`src/rtl/rr_grant_arbiter16.sv`:
```
// rr_grant_arbiter16 -- round-robin arbiter for one shared 16-way select.
//
// A winner keeps its grant for as long as it holds its request. The grant is
// registered and presented both as an index and as the matching one-hot vector.
//
// Ports:
//   clk        rising-edge clock
//   rst_n      asynchronous active-low reset
//   req        request vector, bit i = requester i (level sensitive)
//   arb_en     allows new grants to start; an existing grant is unaffected
//   gnt        one-hot grant, all-zero when idle (registered)
//   gnt_idx    index of the current holder, 0 when idle (registered)
//   gnt_valid  high while a grant is active (registered)
//   timeout    one-cycle pulse when a grant is forcibly revoked
//
// Optional feature, macro ARB_HOLD_TIMEOUT_EN: limits a holder to MAX_HOLD
// consecutive cycles. Without it, grants are unbounded and timeout is tied 0.

module rr_grant_arbiter16 #(
   parameter int N        = 16,
   parameter int IDX_W    = 4,
   parameter int MAX_HOLD = 64
) (
   input  logic             clk,
   input  logic             rst_n,
   input  logic [N-1:0]     req,
   input  logic             arb_en,
   output logic [N-1:0]     gnt,
   output logic [IDX_W-1:0] gnt_idx,
   output logic             gnt_valid,
   output logic             timeout
);

   generate
      if (N != 16) begin : g_bad_n
         $error("rr_grant_arbiter16: N must be 16");
      end
      if (IDX_W != $clog2(N)) begin : g_bad_idx_w
         $error("rr_grant_arbiter16: IDX_W must equal log2(N)");
      end
      if (MAX_HOLD < 2 || MAX_HOLD > 65535) begin : g_bad_max_hold
         $error("rr_grant_arbiter16: MAX_HOLD must be 2..65535");
      end
   endgenerate

   typedef enum logic {IDLE, GRANT} state_t;

   state_t           state, state_nxt;
   logic [IDX_W-1:0] ptr, ptr_nxt;
   logic [IDX_W-1:0] idx_nxt;
   logic             valid_nxt;
   logic [N-1:0]     gnt_nxt;
   logic             new_grant;
   logic             win_found;
   logic [IDX_W-1:0] win_idx;
   logic [IDX_W-1:0] cand;
   logic             excl_en;
   logic             holder_req;
   logic             hold_expired;
   logic             revoke;

   // While a grant is active, the current holder is excluded from the search:
   // it either released (so its bit is low anyway) or is being revoked.
   assign excl_en    = (state == GRANT);
   assign holder_req = req[gnt_idx];
   assign revoke     = (state == GRANT) && holder_req && hold_expired;

   // Rotating search starting at ptr, ascending with wrap, first set bit wins.
   always_comb begin
      win_found = 1'b0;
      win_idx   = '0;
      cand      = '0;
      for (int unsigned i = 0; i < N; i++) begin
         cand = ptr + IDX_W'(i);
         if (!win_found && req[cand] && !(excl_en && (cand == gnt_idx))) begin
            win_found = 1'b1;
            win_idx   = cand;
         end
      end
   end

   always_comb begin
      state_nxt = state;
      ptr_nxt   = ptr;
      idx_nxt   = gnt_idx;
      valid_nxt = gnt_valid;
      new_grant = 1'b0;
      case (state)
         IDLE: begin
            if (arb_en && win_found) begin
               new_grant = 1'b1;
            end
         end
         GRANT: begin
            if (!holder_req || revoke) begin
               if (arb_en && win_found) begin
                  new_grant = 1'b1;
               end else begin
                  state_nxt = IDLE;
                  idx_nxt   = '0;
                  valid_nxt = 1'b0;
               end
            end
         end
         default: begin
            state_nxt = IDLE;
            idx_nxt   = '0;
            valid_nxt = 1'b0;
         end
      endcase
      if (new_grant) begin
         state_nxt = GRANT;
         idx_nxt   = win_idx;
         valid_nxt = 1'b1;
         ptr_nxt   = win_idx + IDX_W'(1);
      end
      gnt_nxt = '0;
      if (valid_nxt) begin
         gnt_nxt[idx_nxt] = 1'b1;
      end
   end

   always_ff @(posedge clk or negedge rst_n) begin
      if (!rst_n) begin
         state     <= IDLE;
         ptr       <= '0;
         gnt       <= '0;
         gnt_idx   <= '0;
         gnt_valid <= 1'b0;
      end else begin
         state     <= state_nxt;
         ptr       <= ptr_nxt;
         gnt       <= gnt_nxt;
         gnt_idx   <= idx_nxt;
         gnt_valid <= valid_nxt;
      end
   end

`ifdef ARB_HOLD_TIMEOUT_EN
   logic [15:0] hold_cnt;

   // hold_cnt counts completed grant cycles minus one, so the edge that ends
   // the MAX_HOLD-th cycle sees hold_cnt == MAX_HOLD-1.
   assign hold_expired = (hold_cnt == 16'(MAX_HOLD - 1));

   always_ff @(posedge clk or negedge rst_n) begin
      if (!rst_n) begin
         hold_cnt <= '0;
         timeout  <= 1'b0;
      end else begin
         timeout <= revoke;
         if (new_grant) begin
            hold_cnt <= '0;
         end else if (state == GRANT) begin
            hold_cnt <= hold_cnt + 16'd1;
         end
      end
   end
`else
   assign hold_expired = 1'b0;
   assign timeout      = 1'b0;
`endif

endmodule

```
`config.mk`:
```
export PLATFORM = sky130hd
export DESIGN_NAME = rr_grant_arbiter16
export DESIGN_NICKNAME = d
export VERILOG_FILES = /design/src/rtl/rr_grant_arbiter16.sv
export SDC_FILE = /design/constraint.sdc
export NUM_CORES = 1
export LEC_CHECK = 0
export CAP_MARGIN = 40
export CELL_PAD_IN_SITES_DETAIL_PLACEMENT = 1
export CELL_PAD_IN_SITES_GLOBAL_PLACEMENT = 2
export CORE_MARGIN = 5
export CORE_UTILIZATION = 39
export CTS_CLUSTER_DIAMETER = 100
export DETAILED_ROUTE_END_ITERATION = 10
export PLACE_DENSITY_LB_ADDON = 0.15
export SKIP_LAST_GASP = 1
export SLEW_MARGIN = 20
export SYNTH_ARGS = -nofsm -noshare
export SYNTH_HDL_FRONTEND = slang
export SYNTH_SLANG_ARGS = --single-unit
export TNS_END_PERCENT = 5
```
`constraint.sdc`:
```
create_clock -name clk -period 13.87 [get_ports clk]
set_input_delay 3.4675 -clock clk [delete_from_list [all_inputs] [get_ports clk]]
set_output_delay 3.4675 -clock clk [all_outputs]
set_load 0.05 [all_outputs]
```
# After elaboration in Yosys (flattened, before gate mapping)
# Cells that the tools add are included.
word_totals:
  output_inout_bits: 22
  register_bits: 26
  wordCells: 220
classes:
  muxes: 83
  order_cmp: 19
  add_sub_neg: 16
  eq_ne: 16
  n_bitwise: 1
  reduce_logical: 80
ops:
  columns: ["cell", "count"]
  rows:
  - ["4-bit by 5-bit < comparator with 1-bit output (second input constant)", 18]
  - ["4-bit 2-to-1 mux", 20]
  - ["1-bit binary-select mux with 4-bit select", 17]
  - ["4-bit equality test", 16]
  - ["1-bit logical AND", 49]
  - ["1-bit 2-to-1 mux", 43]
  - ["4-bit adder (second input constant)", 8]
  - ["1-bit logical NOT", 31]
  - ["4-bit by 3-bit adder with 4-bit output (second input constant)", 4]
  - ["16-bit 2-to-1 mux", 1]
  - ["4-bit by 1-bit adder with 4-bit output (second input constant)", 2]
  - ["4-bit by 2-bit adder with 4-bit output (second input constant)", 2]
  - ["1-bit demux with 4-bit select", 1]
  - ["4-bit by 1-bit >= comparator with 1-bit output (second input constant)", 1]
  - ["1-bit case mux with 2 select lines", 1]
  - ["1-bit NOT", 1]

# Longest topological paths before layout
# Gate-level depths: netlist (run 1).
logic_depth:
  ltp_word: 75
  depth_mapped: 19
  mapped_depth_nobuf: 14

# Least setup slack after synthesis (run 1)
# Ideal clock, no wire load.
synth_timing:
  path_type: "input-to-reg"
  startpoint: "input req[14]"
  endpoint: "register gnt[12]"
  path_slack_ns: 7.310
  path_buffers: 0
  cell_stages: 11
  arrival_time_ns: 6.492
  required_time_ns: 13.803
  cell_sequence: "mux4_2 > mux4_2 > o21a_2 > o2bb2ai_4 > nor4_4 > and4_4 > a21boi_2 > and2_4 > a22o_1 > or3b_4 > and3b_1"
synth_via:
  elab_chain_len: 74
synth_lines:
  columns: ["item", "line_no", "rtl"]
  rows:
  - ["from (decl)", "26", "input logic [N-1:0] req,"]
  - ["1-bit binary-select mux with 4-bit select", "75", "if (!win_found && req[cand] && !(excl_en && (cand == gnt_idx))) begin"]
  - ["1-bit 2-to-1 mux (implied by the code)", "75", null]
  - ["1-bit logical AND", "75", null]
  - ["1-bit 2-to-1 mux", "75", null]
  - ["1-bit logical NOT", "75", null]
  - ["1-bit logical AND (2 in series)", "75", null]
  - ["1-bit 2-to-1 mux", "75", null]
  - ["1-bit logical NOT", "75", null]
  - ["[59 not listed]", null, null]
  - ["4-bit 2-to-1 mux *", "111", "if (new_grant) begin"]
  - ["named net idx_nxt[1]", "50", "logic [IDX_W-1:0] idx_nxt;"]
  - ["4-bit by 5-bit < comparator with 1-bit output (implied by the code) / 4-bit by 1-bit >= comparator with 1-bit output (equally long branches)", "119", "gnt_nxt[idx_nxt] = 1'b1;"]
  - ["1-bit logical AND (implied by the code)", "119", null]
  - ["1-bit 2-to-1 mux (implied by the code)", "119", null]
  - ["1-bit demux with 4-bit select *", "119", null]
  - ["16-bit 2-to-1 mux *", "118", "if (valid_nxt) begin"]
  - ["named net gnt_nxt[12]", "52", "logic [N-1:0] gnt_nxt;"]
  - ["to (signal assigned)", "133", "gnt <= gnt_nxt;"]
  - ["to (decl)", "28", "output logic [N-1:0] gnt,"]
# The timed path passes the listed nets; every way through them passes the cells marked *. The select of a mux whose other input is x is not followed.
# A chain may end at the register's enable or synchronous reset.

# Worst setup path after layout (run 1)
layout_timing:
  startpoint: "input req[8]"
  endpoint: "register gnt[11]"
# The elaborated chain is that of the path after synthesis.

==> reports/qor.yml, run 1 <==
met2_usage_pct: 38.7
core_um2: 10300
synth_seq_cells: 26
use_met1_pct: 34.6
hold_path.class: "reg -> reg"
synth_area_um2: 4140
synth-edff-count: 0
synth_most_common_cell: "mux2i_1"
use_met3_pct: 4.06
first_iter_violations: 343
synth_top_cells_by_count: "mux2i_1, nor2_1, nand2_1"
nets: 529
status: "complete, no violations"
grt_overflow_total: 0
post_drt_wl_per_cell_um: 24.5
hold_buffers: 0
cts_root_buffer: "clkbuf_8"
cts_max_level: 1
slew_headroom_pct: 39.1
synth_top_area_share_pct: 15.7
final_cell_area_um2: 4680
fill_cells: 1195
postCtsSetupBuffers: 0
via_count: 4166
syn_area_per_cell_um2: 8.75
placed_area_um2: 4600
yosysUniqueCellTypes: 90
die_h_um: 113
yosys.area.top_type: "dfrtp_1"
antenna_found_initial: 0
period_share_pct: 54.8
area_growth_pct: 13.1
clk_latency_ns: 0.27
vias_per_cell: 6.54
clkTransAtPathRegs_ns: 0.09
initial_core_util_pct: 40.1
tightest_slew_ns: 0.907
critical_path_arrival_ns: 7.80
grtUsageTotal_pct: 24.3
core.rowCount: 37
yosys_warnings: 0
dieArea_um2: 12800
async_reset_ff_share_pct: 100
startpoint_type: "input pin"
synth_ff_type: "dfrtp_1"
ant_nets: 0
endpoint_kind: "flip-flop"
drive_gt1_share_pct: 13.6
final_hold_viol_count: 0
die_width_um: 113
grt_max_degree: 42
maxCapViolCount: 0
numPortBuffers: 39
wirelength_um: 15600
skew_ns: 0.00251
cts_resized: 0
grt-busiest-layer: "met2"
synthCells: 473
first_pass_iters: 5
timing.setup.tns_ns: 0
cts_tree: "yes"
grt_pass1_wl_um: 24700
synth_seq_area_share_pct: 15.7
drc_errors: 0
fmax_ghz: 0.132
worstPathMaxFanout: 8
setup_viol: 0
io_pins: 41
routabilityCongestion: 0.980
critical_path_required_ns: 14.07
grt_setup_unrepaired: "no"
place_hpwl_um: 12000
clockBufferDepth: 2
antenna_cells: 0
period_minus_slack_ns: 7.60
ys_top_cells_by_area: "dfrtp_1, mux2i_1, mux4_2"
maxSlewViolCount: 0
numCtsBuffers: 3
path_class: "in -> reg"
synth_fp_nets: 500
fin_util_pct: 45.3
grt_pass1_vias: 4219
cts_sinks: 26
## per-stage QoR
stage,std cells,hold WS (ns),setup WS [ns]
after floorplan,473,0.775,7.31
after global placement,631,0.624,6.15
after detailed placement,632,0.646,6.10
after CTS,636,0.669,6.36
after global routing,637,0.718,6.09
final,637,0.674,6.27
## worst paths after layout
path / depth (start not counted) / slack (ns) / startpoint / endpoint
min in group asynchronous: 2 / 3.55 / rst_n / gnt[11]$_DFF_PN0_
max in group asynchronous: 2 / 10.08 / rst_n / ptr[0]$_DFFE_PN0N_
setup reg to reg: 16 / 8.15 / ptr[0]$_DFFE_PN0N_ / gnt[11]$_DFF_PN0_
hold reg to reg: 2 / 0.67 / gnt_valid$_DFF_PN0_ / gnt_valid$_DFF_PN0_
setup / recovery: 13 / 6.27 / req[8] / gnt[11]$_DFF_PN0_
hold / removal: 2 / 0.67 / gnt_valid$_DFF_PN0_ / gnt_valid$_DFF_PN0_
## registers in the layout, summed over array words and instances (netlist names)
signal	cells
gnt_idx	4
gnt	16
gnt_valid	1
excl_en	1
ptr	4
## metal layers
metal | wire, um | up-vias
met5 | 0 | -
met4 | 323 | 0
met3 | 1050 | 31
met2 | 7150 | 171
met1 | 7100 | 2062
li1 | - | 1902
## layout by cell type (no fill, tap or decap), drive strengths merged, types with 12 or more instances in the layout
cell,instances
a21oi,25
clkdlybuf4s50,39
dfrtp,26
inv,14
mux2,15
mux2i,46
mux4,13
nand2,28
nand3,22
nor2,30
nor2b,12
nor3,13
nor4,13
o21ai,23
xnor2,17
## cell families (layout without fill, tap and decap cells)
family,after synthesis,after routing,share of synthesized area (%)
other cells,1,1,0.0907
fa+ha+maj,8,8,2.42
flops,26,26,15.7
xor+xnor,27,27,6.62
simple gates,162,162,22.2
compound gates,134,134,25.1
buf+inv,41,69,5.44
mux,74,74,22.4
## worst max-delay path, cell delays in order
cell	delay, ns
clkdlybuf4s50_1	0.55
mux4_2	0.57
mux4_2	0.50
o21a_2	0.16
o2bb2ai_4	0.16
nor4_4	0.56
nor2b_1	0.36
o211ai_1	0.17
a21oi_1	0.21
o31ai_2	0.11
o22ai_1	0.49
nand3_1	0.30
nor2_1	0.17
## final cells by class
class                           instances  area, um2  area share [%]
Sequential cell                        26        651            13.9
Clock inverter                          1       30.0           0.642
Tap cell                              136        170            3.64
Multi-Input combinational cell        406       3260            69.7
Timing Repair Buffer                   50        470            10.1
Inverter                               15       56.3            1.20
Clock buffer                            3       41.3           0.882
Power of run 1 is left out: the tool's default activity adds up to more than one toggle a clock period on the data nets, which glitch-free logic cannot reach.
==> run 2, diff against run 1 <==
Settings changed: CORE_UTILIZATION 39 to 36.
Clock period 13.87 ns to 7.3 ns, I/O delays scaled along.
==> reports/qor.yml, run 2 (synthesis results as in run 1) <==
hold_start: "gnt_valid$_DFF_PN0_"  # unchanged
cts_max_level: 1  # unchanged
first_pass_iters: 5  # unchanged
period_minus_slack_ns: 5.86
via_count: 4139  # was 4166
cp_common_cell: "mux4_2"  # unchanged
setup_viol: 0  # unchanged
crit_slowest_cell: "mux4_2"  # unchanged
clk_latency_ns: 0.25  # was 0.27 ns
grt_setup_unrepaired: "no"  # unchanged
grt_pass1_wl_um: 25200  # was 24700 um
post_drt_wl_per_cell_um: 24.8  # was 24.5 um
slew_headroom_pct: 44.8  # was 39.1%
drive_gt1_share_pct: 13.9  # was 13.6%
clockBufferDepth: 2  # unchanged
antenna_cells: 0  # unchanged
fill_cells: 1336  # was 1195
io_pins: 41  # unchanged
die_width_um: 117  # was 113 um
reg2regPathDepth: 15  # was 16
first_iter_violations: 324  # was 343
drc_errors: 0  # unchanged
top_regs: "gnt x16, gnt_idx x4, ptr x4"  # unchanged
status: "complete, no violations"  # unchanged
cp-startpoint: "req[14]"  # was req[8]
numCtsBuffers: 3  # unchanged
r2r-end: "gnt[7]$_DFF_PN0_"  # was gnt[11]$_DFF_PN0_
postCtsSetupBuffers: 0  # unchanged
final_cell_mix: "mux2i_1, clkdlybuf4s50_1, nor2_1"  # unchanged
dieArea_um2: 13700  # was 12800 um2
top_register: "gnt"  # unchanged
reg2reg_setup_slack_ns: 1.89  # was 8.15 ns
hold_path_end: "gnt_valid$_DFF_PN0_"  # unchanged
stdcell_count: 646  # was 637
grt_max_degree: 41  # was 42
cts_sinks: 26  # unchanged
maxCapViolCount: 0  # unchanged
hold_path.class: "reg -> reg"  # unchanged
grt_overflow_total: 0  # unchanged
vias_per_cell: 6.41  # was 6.54
critical_path_arrival_ns: 6.04  # was 7.80 ns
cts_resized: 0  # unchanged
worstPathMaxFanout: 8  # unchanged
maxSlewViolCount: 0  # unchanged
grt_pass1_vias: 4236  # was 4219
fmax_ghz: 0.171
antenna_found_initial: 0  # unchanged
endpoint_kind: "flip-flop"  # unchanged
timing.setup.tns_ns: 0  # unchanged
grtUsageTotal_pct: 23.9  # was 24.3%
skew_ns: 0.00225  # was 0.00251 ns
initial_core_util_pct: 36.5  # was 40.1%
cts_tree: "yes"  # unchanged
period_share_pct: 80.3
layout.cells.most_common: "mux2i_1"  # unchanged
crit-reg2reg-launch: "ptr[0]$_DFFE_PN0N_"  # unchanged
core.rowCount: 39  # was 37
cts_root_buffer: "clkbuf_16"  # was clkbuf_8
hold_buffers: 0  # unchanged
tightest_slew_ns: 0.824  # was 0.907 ns
startpoint_type: "input pin"  # unchanged
largest_reg_flops: 16  # unchanged
crit_path_cell_trace: "clkdlybuf4s50_1 -> mux4_2 -> mux4_2 -> o21a_2 -> o2bb2ai_4 -> nor4_4 -> nand3_1 -> a2bb2oi_1 -> o2bb2ai_1 -> o31ai_2 -> o22ai_1 -> a21oi_1 -> nor2b_1"  # was clkdlybuf4s50_1 -> mux4_2 -> mux4_2 -> o21a_2 -> o2bb2ai_4 -> nor4_4 -> nor2b_1 -> o211ai_1 -> a21oi_1 -> o31ai_2 -> o22ai_1 -> nand3_1 -> nor2_1
die_h_um: 117  # was 113 um
hold_depth: 2  # unchanged
clkTransAtPathRegs_ns: 0.06  # was 0.09 ns
core_um2: 11300  # was 10300 um2
wirelength_um: 16000  # was 15600 um
area_growth_pct: 14.0  # was 13.1%
nets: 532  # was 529
path_class: "in -> reg"  # unchanged
numPortBuffers: 39  # unchanged
place_hpwl_um: 12500  # was 12000 um
ant_nets: 0  # unchanged
routabilityCongestion: 0.972  # was 0.980
slowest_delay_ns: 0.57  # about the same
final_hold_viol_count: 0  # unchanged
critical_path_required_ns: 7.48  # was 14.07 ns
placed_cells: 642  # was 632
==> run 2: cell type report <==
type / count / area, um2 / share of cell area, %
clock buffer: 3 / 75.1 / 1.59
tap: 143 / 179 / 3.80
inverter: 15 / 56.3 / 1.19
timing repair buffer: 53 / 493 / 10.5
sequential: 26 / 651 / 13.8
multi-input combinational: 406 / 3260 / 69.2
==> run 2: critical path: cells and delay by family <==
kind | cells | cell delay (ns)
AO/OA/AOI/OAI | 7 | 1.62
buffers and inverters | 1 | 0.54
multiplexers | 2 | 1.08
AND/OR/NAND/NOR | 3 | 0.97
==> run 2: worst max-delay path by stage <==
stage	to	slack, ns	cells after the start
after CTS	gnt[7]$_DFF_PN0_	1.47	13
after detailed placement	gnt[7]$_DFF_PN0_	1.22	13
after floorplan	gnt[12]$_DFF_PN0_	2.38	11
after global placement	gnt[2]$_DFF_PN0_	1.23	13
after global routing	gnt[5]$_DFF_PN0_	1.17	13
final	gnt[7]$_DFF_PN0_	1.44	13
==> run 2: per-layer routing <==
layer	wire (um)	vias to the layer above	GRT usage [%]
met5	0	-	0
met4	439	0	6.42
met3	1020	27	4.99
met2	7030	143	35.6
met1	7510	2066	35.1
li1	-	1903	-
==> run 2: per-stage QoR <==
stage / setup WS (ns) / utilization, % / area, um2 / hold WS, ns
2_1_floorplan: 2.38 / - / 4140 / 0.775
3_3_place_gp: 1.23 / 40.8 / 4620 / 0.639
3_5_place_dp: 1.22 / 40.9 / 4630 / 0.656
4_1_cts: 1.47 / 41.6 / 4710 / 0.676
5_1_grt: 1.17 / 41.6 / 4710 / 0.734
6_report: 1.44 / 41.6 / 4710 / 0.678
Power of run 2 is left out for the same reason.
==> run 3, diff against run 2 <==
Settings changed: CORE_UTILIZATION 36 to 33.
Clock period 7.3 ns to 5 ns, I/O delays scaled along.
==> reports/qor.yml, run 3 (synthesis results as in run 1) <==
cts_sinks: 26  # unchanged
worstPathMaxFanout: 5  # was 8
ff_latch_area_um2: 651  # unchanged
numCtsBuffers: 3  # unchanged
clkTransAtPathRegs_ns: 0.07  # was 0.06 ns
antenna_found_initial: 0  # unchanged
place_hpwl_um: 14200  # was 12500 um
layout.cells.most_common: "buf_4"  # was mux2i_1
hold_path.class: "reg -> reg"  # unchanged
status: "complete, no violations"  # unchanged
top_regs: "gnt x16, gnt_idx x4, ptr x4"  # unchanged
largest_reg_flops: 16  # unchanged
final_cell_mix: "buf_4, mux2i_1, nor2_1"  # was mux2i_1, clkdlybuf4s50_1, nor2_1
tightest_slew_ns: 0.724  # was 0.824 ns
core_um2: 12500  # was 11300 um2
cts_root_buffer: "clkbuf_16"  # unchanged
grt_pass1_vias: 4640  # was 4236
first_pass_iters: 5  # unchanged
whs_ns: 0.724  # was 0.678 ns
period_minus_slack_ns: 4.91
routabilityCongestion: 0.933  # was 0.972
multi_input_area_um2: 3340  # was 3260 um2
dieArea_um2: 14900  # was 13700 um2
cts_max_level: 1  # unchanged
die_width_um: 122  # was 117 um
initial_core_util_pct: 33.2  # was 36.5%
hold_buffers: 0  # unchanged
cts_tree: "yes"  # unchanged
vias_per_cell: 5.94  # was 6.41
ant_nets: 0  # unchanged
clk_latency_ns: 0.26  # was 0.25 ns
grt_pass1_wl_um: 27100  # was 25200 um
maxSlewViolCount: 0  # unchanged
grt_setup_unrepaired: "yes"  # was no
final_hold_viol_count: 0  # unchanged
clockBufferDepth: 2  # unchanged
area_growth_pct: 33.9  # was 14.0%
fmax_ghz: 0.204
path_class: "in -> reg"  # unchanged
grt_overflow_total: 0  # unchanged
fill_cells: 1458  # was 1336
first_iter_violations: 375  # was 324
slew_headroom_pct: 51.3  # was 44.8%
numPortBuffers: 39  # unchanged
maxCapViolCount: 0  # unchanged
die_h_um: 122  # was 117 um
post_drt_wl_per_cell_um: 23.2  # was 24.8 um
via_count: 4524  # was 4139
fin_util_pct: 44.4  # was 41.6%
drc_errors: 0  # unchanged
wirelength_um: 17700  # was 16000 um
endpoint_kind: "flip-flop"  # unchanged
core.rowCount: 41  # was 39
period_share_pct: 98.1
antenna_cells: 0  # unchanged
skew_ns: 0.00716  # was 0.00225 ns
top_register: "gnt"  # unchanged
io_pins: 41  # unchanged
critical_path_arrival_ns: 5.10  # was 6.04 ns
grtUsageTotal_pct: 23.5  # was 23.9%
drive_gt1_share_pct: 28.4  # was 13.9%
critical_path_required_ns: 5.19  # was 7.48 ns
nets: 617  # was 532
startpoint_type: "input pin"  # unchanged
setup_viol: 0  # unchanged
grt_max_degree: 41  # unchanged
## run 3: area by class of cell
| cell class | instances | share of cell area, % |
|---|---|---|
| tap | 172 | 3.89 |
| timing repair buffer | 138 | 21.2 |
| clock buffer | 3 | 1.36 |
| sequential | 26 | 11.7 |
| multi-input combinational | 406 | 60.3 |
| inverter | 15 | 1.02 |
| clock inverter | 1 | 0.542 |
## run 3: critical path, stage by stage
cell             delay, ns
clkdlybuf4s50_1       0.44
mux4_2                0.54
mux4_2                0.52
o21a_4                0.15
o2bb2ai_4             0.14
nor4_4                0.44
buf_4                 0.20
and4_4                0.26
a21boi_4              0.08
and2_4                0.18
a22o_4                0.24
or3b_4                0.42
and3b_1               0.22
## run 3: timing repair
item,CTS,global route
setup endpoints to repair,8,20
buffers inserted,0,4
pin swaps,1,6
gates resized for setup,1,29
## run 3: worst paths after layout
check	startpoint	endpoint	slack, ns	cells after the start
min in group asynchronous	rst_n	gnt[14]$_DFF_PN0_	1.37	2
max reg2reg	ptr[1]$_DFFE_PN0N_	gnt[12]$_DFF_PN0_	0.26	18
min	ptr[3]$_DFFE_PN0N_	ptr[3]$_DFFE_PN0N_	0.72	2
max in group asynchronous	rst_n	gnt[7]$_DFF_PN0_	3.39	2
max	req[8]	gnt[12]$_DFF_PN0_	0.09	13
min reg2reg	ptr[3]$_DFFE_PN0N_	ptr[3]$_DFFE_PN0N_	0.72	2
## run 3: metal layers
layer | up-vias | GRT usage (%) | routed length [um]
met2 | 135 | 36.7 | 8000
met1 | 2282 | 34.1 | 8220
met4 | 0 | 5.81 | 476
met5 | - | 0 | 0
li1 | 2073 | - | -
met3 | 34 | 3.48 | 976
## run 3: per-stage QoR
stage,cell area (um2),TNS (ns),worst slack [ns],cells
floorplan,4140,0,0.552,473
global placement,5290,-4.85,-0.368,753
detailed placement,5290,-4.66,-0.323,753
CTS,5400,0,0.0666,757
global route,5540,-0.0420,-0.0190,761
finish,5540,0,0.0941,761
Power of run 3 is left out for the same reason.
